File: src/rtl/bsg_fsb_egress_credit_buffer.sv
// FIFO-buffered, credit-flow-controlled egress stage for the FSB ring.
// Optional statistics counters are enabled with `define BSG_FSB_EGRESS_STATS_EN.
`ifndef BSG_SAFE_CLOG2
`define BSG_SAFE_CLOG2(x) (((x) == 1) ? 1 : $clog2(x))
`endif

module bsg_fsb_egress_credit_buffer #(
  parameter int ring_width_p     = 80,
  parameter int els_p            = 4,
  parameter int remote_credits_p = 2
) (
  input  logic                    clk_i,
  input  logic                    reset_i,
  input  logic                    en_i,
  input  logic                    v_i,
  input  logic [ring_width_p-1:0] data_i,
  output logic                    yumi_o,
  output logic                    v_o,
  output logic [ring_width_p-1:0] data_o,
  input  logic                    ready_i,
  input  logic                    credit_i,
`ifdef BSG_FSB_EGRESS_STATS_EN
  output logic [31:0]             sent_count_o,
  output logic [31:0]             credit_stall_o,
`endif
  output logic                    credit_overflow_o
);

  localparam int ptr_w_lp    = `BSG_SAFE_CLOG2(els_p);
  localparam int occ_w_lp    = `BSG_SAFE_CLOG2(els_p + 1);
  localparam int credit_w_lp = `BSG_SAFE_CLOG2(remote_credits_p + 1);

  localparam logic [ptr_w_lp-1:0]    last_ptr_lp    = ptr_w_lp'(els_p - 1);
  localparam logic [occ_w_lp-1:0]    full_occ_lp    = occ_w_lp'(els_p);
  localparam logic [credit_w_lp-1:0] max_credits_lp = credit_w_lp'(remote_credits_p);

  logic [ring_width_p-1:0] mem_r [els_p];
  logic [ptr_w_lp-1:0]     rptr_r, wptr_r;
  logic [occ_w_lp-1:0]     occ_r;
  logic [credit_w_lp-1:0]  credits_r;
  logic                    empty, full, send, no_credits;

  assign empty      = (occ_r == '0);
  assign full       = (occ_r == full_occ_lp);
  assign no_credits = (credits_r == '0);

  // Enqueue decision never looks at ready_i, so there is no ring-to-client path.
  assign yumi_o = v_i & en_i & ~full & ~reset_i;
  assign v_o    = ~empty & ~no_credits & ~reset_i;
  assign data_o = mem_r[rptr_r];
  assign send   = v_o & ready_i;

  always_ff @(posedge clk_i) begin
    if (yumi_o) mem_r[wptr_r] <= data_i;
  end

  always_ff @(posedge clk_i) begin
    if (reset_i) begin
      rptr_r <= '0;
      wptr_r <= '0;
      occ_r  <= '0;
    end else begin
      if (yumi_o) wptr_r <= (wptr_r == last_ptr_lp) ? '0 : wptr_r + 1'b1;
      if (send)   rptr_r <= (rptr_r == last_ptr_lp) ? '0 : rptr_r + 1'b1;
      if (yumi_o & ~send)      occ_r <= occ_r + 1'b1;
      else if (~yumi_o & send) occ_r <= occ_r - 1'b1;
    end
  end

  // A credit returned while already at the maximum saturates and latches an error.
  always_ff @(posedge clk_i) begin
    if (reset_i) begin
      credits_r         <= max_credits_lp;
      credit_overflow_o <= 1'b0;
    end else if (credit_i & ~send) begin
      if (credits_r == max_credits_lp) credit_overflow_o <= 1'b1;
      else                             credits_r <= credits_r + 1'b1;
    end else if (send & ~credit_i) begin
      credits_r <= credits_r - 1'b1;
    end
  end

`ifdef BSG_FSB_EGRESS_STATS_EN
  always_ff @(posedge clk_i) begin
    if (reset_i) begin
      sent_count_o   <= '0;
      credit_stall_o <= '0;
    end else begin
      if (send)                sent_count_o   <= sent_count_o + 32'd1;
      if (~empty & no_credits) credit_stall_o <= credit_stall_o + 32'd1;
    end
  end
`endif

`ifndef SYNTHESIS
  if (remote_credits_p < 1 || els_p < 2) begin : g_bad_params
    $error("bsg_fsb_egress_credit_buffer: remote_credits_p must be >= 1 and els_p >= 2");
  end

  assert property (@(posedge clk_i) disable iff (reset_i) (v_o && !ready_i) |=> v_o)
    else $error("bsg_fsb_egress_credit_buffer: v_o dropped without a send");
`endif

endmodule

File: config.mk
export PLATFORM = sky130hd
export DESIGN_NAME = bsg_fsb_egress_credit_buffer
export DESIGN_NICKNAME = d
export VERILOG_FILES = /design/src/rtl/bsg_fsb_egress_credit_buffer.sv
export SDC_FILE = /design/constraint.sdc
export NUM_CORES = 1
export LEC_CHECK = 0
export CAP_MARGIN = 5
export CORE_UTILIZATION = 40
export CTS_BUF_LIST = sky130_fd_sc_hd__clkbuf_8
export CTS_CLUSTER_DIAMETER = 50
export DETAILED_ROUTE_END_ITERATION = 12
export PLACE_DENSITY_LB_ADDON = 0.25
export REMOVE_ABC_BUFFERS = 1
export SLEW_MARGIN = 10
export SYNTH_ARGS = -nofsm -noshare
export SYNTH_HDL_FRONTEND = slang
export SYNTH_SLANG_ARGS = --single-unit
File: constraint.sdc
create_clock -name clk_i -period 3.2 [get_ports clk_i]
set_clock_uncertainty 0.05 [all_clocks]
set_input_delay 0.32 -clock clk_i [delete_from_list [all_inputs] [get_ports clk_i]]
set_output_delay 0.32 -clock clk_i [all_outputs]
set_load 0.01 [all_outputs]
==> metrics <==
part of the total power dissipated in combinational logic 10.0%; Least-Margin Pin Slew just over 0.5 ns; Area Growth Syn to Fin 27.38%; Antenna Nets Post-Route 0; Seq pwr share 53.7%; WP data required 2.83 ns; wire length after detailed routing 23000 microns; GRT overflow 0; biggest area consumer among synthesized cells edfxtp_1; width of the chip 176.0 microns; Fin. Hold Viols 0; most used flip-flop cell after synthesis edfxtp_1; vias in the first global route 6402; initial standard-cell utilization of the core 40.76%; number of enable-type register cells in the synthesized netlist 320; Setup violations, final 0; Final Slew Violations 0; CTS tree yes; Max H-tree Level 2; die height approximately 180 microns; cells traversed along the worst timing path buf_4 -> mux4_2 -> clkdlybuf4s50_1; highest clock rate 350.1 MHz; fraction of synthesized cell area taken by the top area cell type roughly four fifths; setup repair after global routing missed its margin no; Longest Clk Path Bufs 3; max-capacitance violation count 0; TritonCTS sink count between 300 and 400; Wirelength per Cell 20.21 microns; Max-Slew Margin vs Limit 66.18%; cell count after synthesis 486; number of CTS-inserted buffers 53; post-route minimum period approximately 2.9 ns; Port Buffers 168; worst-case reg-to-reg path depth 8; outcome finished, final reports clean; Post-Syn Area per Cell 24.92 sq um; power share of the clock group 36.4%; synth unique cells 24; DR vias/cell 5.011; NetSw 1.999 mW; DRT Pass-1 Iters 4; via total after detailed routing 5703; WP data arrival 2.49 ns; Ys Warns 0; internal power component 7.097 mW; peak supply drop 0.0003076 V; Critical Path Slowest Stage Cell dfxtp_4; full die area 30980 sq um; Clk Latency, worst-skew pair 0.55 ns; longest individual stage delay on the worst path 0.65 ns; number of synthesized register bits 332; number of buffers inserted to repair setup after CTS 0; startpoint-to-endpoint class of the critical path reg -> out; Hold WC Path Type in -> reg; I/O pin count about 170; first-pass GRT wire length 35840 microns; summed instance area of the synthesized netlist 12110 sq um; pin count of the biggest net entering global routing 53; drt drc 0; DP HPWL 13620 microns; static leakage approximately 4.9 nW; number of hold buffers added after CTS 0; Post-synth ARST share 0%; end of the worst register-to-register path occ_r[2]; clock-pin slew of the registers on the worst-case setup and hold paths ~0.060 ns; number of nets in the final layout 796; capture point of the critical path data_o[28]; total routing resource utilization after global routing between 15 and 20%; Critical Path Fanout Max 30; Setup crit start kind flop; final cell area excluding filler cells 15430 sq um; buffer type at the clock tree root clkbuf_8; largest cells by area after synthesis edfxtp_1 (79%), mux4_2 (15%), dfxtp_1 (2.0%); endpoint type of the worst setup path output port; share of final-layout standard cells stronger than drive strength 1 23.43%; initial antenna violation count 1; Placement Cell Area 14430 sq um; setup slack on the worst flop-to-flop path 0.80 ns; share of the cycle needed by the critical path after routing between 80% and 90%; power density over the cells 589.5 nW/um^2; switching share of power 21.97%; R2R Path Start occ_r[0]; routability congestion estimate from global placement about 0.75; Overall Power 9.095 mW; Resize count post-CTS 0; register area share after synthesis roughly four fifths; core region area 29720 sq um; Cell Rows 63; DR iter-0 viols approximately 350
==> critical path: cells and delay by family, from the launching register on <==
kind,cells,cell delay (ns)
buffers and inverters,2,0.89
flip-flops,1,0.65
multiplexers,1,0.37
==> worst min path at each step <==
stage                                  from                end  slack (ns)  cells after the start
after floorplan                     reset_i           occ_r[2]        0.34                      1
after global placement            rptr_r[0]               flop        0.44                      2
after detailed placement  credit_overflow_o  credit_overflow_o        0.43                      2
after CTS                        data_i[19]       mem_r[1][19]        0.29                      1
after global routing             data_i[19]       mem_r[0][19]        0.30                      1
final                            data_i[19]       mem_r[1][19]        0.34                      1
==> per-stage QoR <==
stage | worst slack, ns | setup TNS [ns] | util, % | hold WS (ns) | instances
2_1_floorplan | -1.225 | -263.02 | - | 0.3391 | 466
3_3_place_gp | 0.6293 | 0 | 48.54 | 0.4395 | 1038
3_5_place_dp | 0.5474 | 0 | 48.54 | 0.4274 | 1038
4_1_cts | 0.2318 | 0 | 51.91 | 0.2934 | 1137
5_1_grt | 0.1843 | 0 | 51.91 | 0.3014 | 1137
6_report | 0.3439 | 0 | 51.92 | 0.3376 | 1138
==> power by group through the flow <==
stage               logic (mW)  registers [mW]  clock network [mW]
finish                   0.908            4.88                3.31
global route             0.980            4.89                3.62
CTS                      0.930            4.88                3.43
detailed placement       0.926            4.97                   0
global placement         0.910            4.96                   0
floorplan                0.389            5.03                   0
==> area by class of cell <==
| cell class | count | area (sq um) |
|---|---|---|
| tap | 390 | 488.0 |
| sequential | 332 | 9857 |
| timing repair buffer | 182 | 1899 |
| multi-input combinational | 130 | 2166 |
| inverter | 4 | 15.01 |
| clock inverter | 39 | 176.4 |
| fill | 2322 | 14290 |
| antenna | 1 | 2.502 |
| clock buffer | 60 | 825.8 |
==> synth_stat cells, types with 2 or more instances <==
| master | count |
|---|---|
| buf_2 | 8 |
| a21oi_1 | 4 |
| edfxtp_1 | 320 |
| mux4_2 | 80 |
| and2_1 | 4 |
| nand2_1 | 3 |
| inv_1 | 4 |
| xor2_1 | 2 |
| nor3_1 | 2 |
| a211oi_1 | 2 |
| mux2i_1 | 6 |
| dfxtp_1 | 12 |
| clkbuf_1 | 10 |
| nor2_1 | 13 |
| or3_1 | 2 |
| ha_1 | 6 |
==> flip-flops by register name, summed over array words and instances, names as in the netlist, named ones only <==
signal             cells
credit_overflow_o      1
credits_r              2
rptr_r                 2
occ_r                  3
wptr_r                 2
mem_r                320
==> logic make-up (layout without fill, tap and decap cells) <==
logic type	Yosys count	in the layout	synth area share (%)
flip-flops	332	332	81.31
buffers and inverters	24	285	0.8883
AND/OR/NAND/NOR	26	26	1.033
other	0	1	0
adder cells (fa/ha/maj)	7	7	0.7850
XOR/XNOR	3	3	0.2170
AO/OA/AOI/OAI	8	8	0.3925
multiplexers	86	86	15.37
==> metal layers <==
metal	GRT usage (%)	part of all wire (%)
met2	24.98	48
met1	19.97	42
met3	4.436	7.6
met5	0	0
met4	4.855	1.9
==> placed cells by master (no fill, tap or decap), types with 3 or more instances in the layout <==
master,instances
buf_4,5
a21oi_1,4
nand2_1,3
nor2_1,13
clkinv_1,10
edfxtp_1,320
clkinv_2,10
and2_4,4
ha_1,6
inv_1,19
mux4_2,80
clkbuf_8,60
buf_12,9
clkdlybuf4s50_1,168
dfxtp_1,10
mux2i_1,6
(Power assumes the default switching activity.)
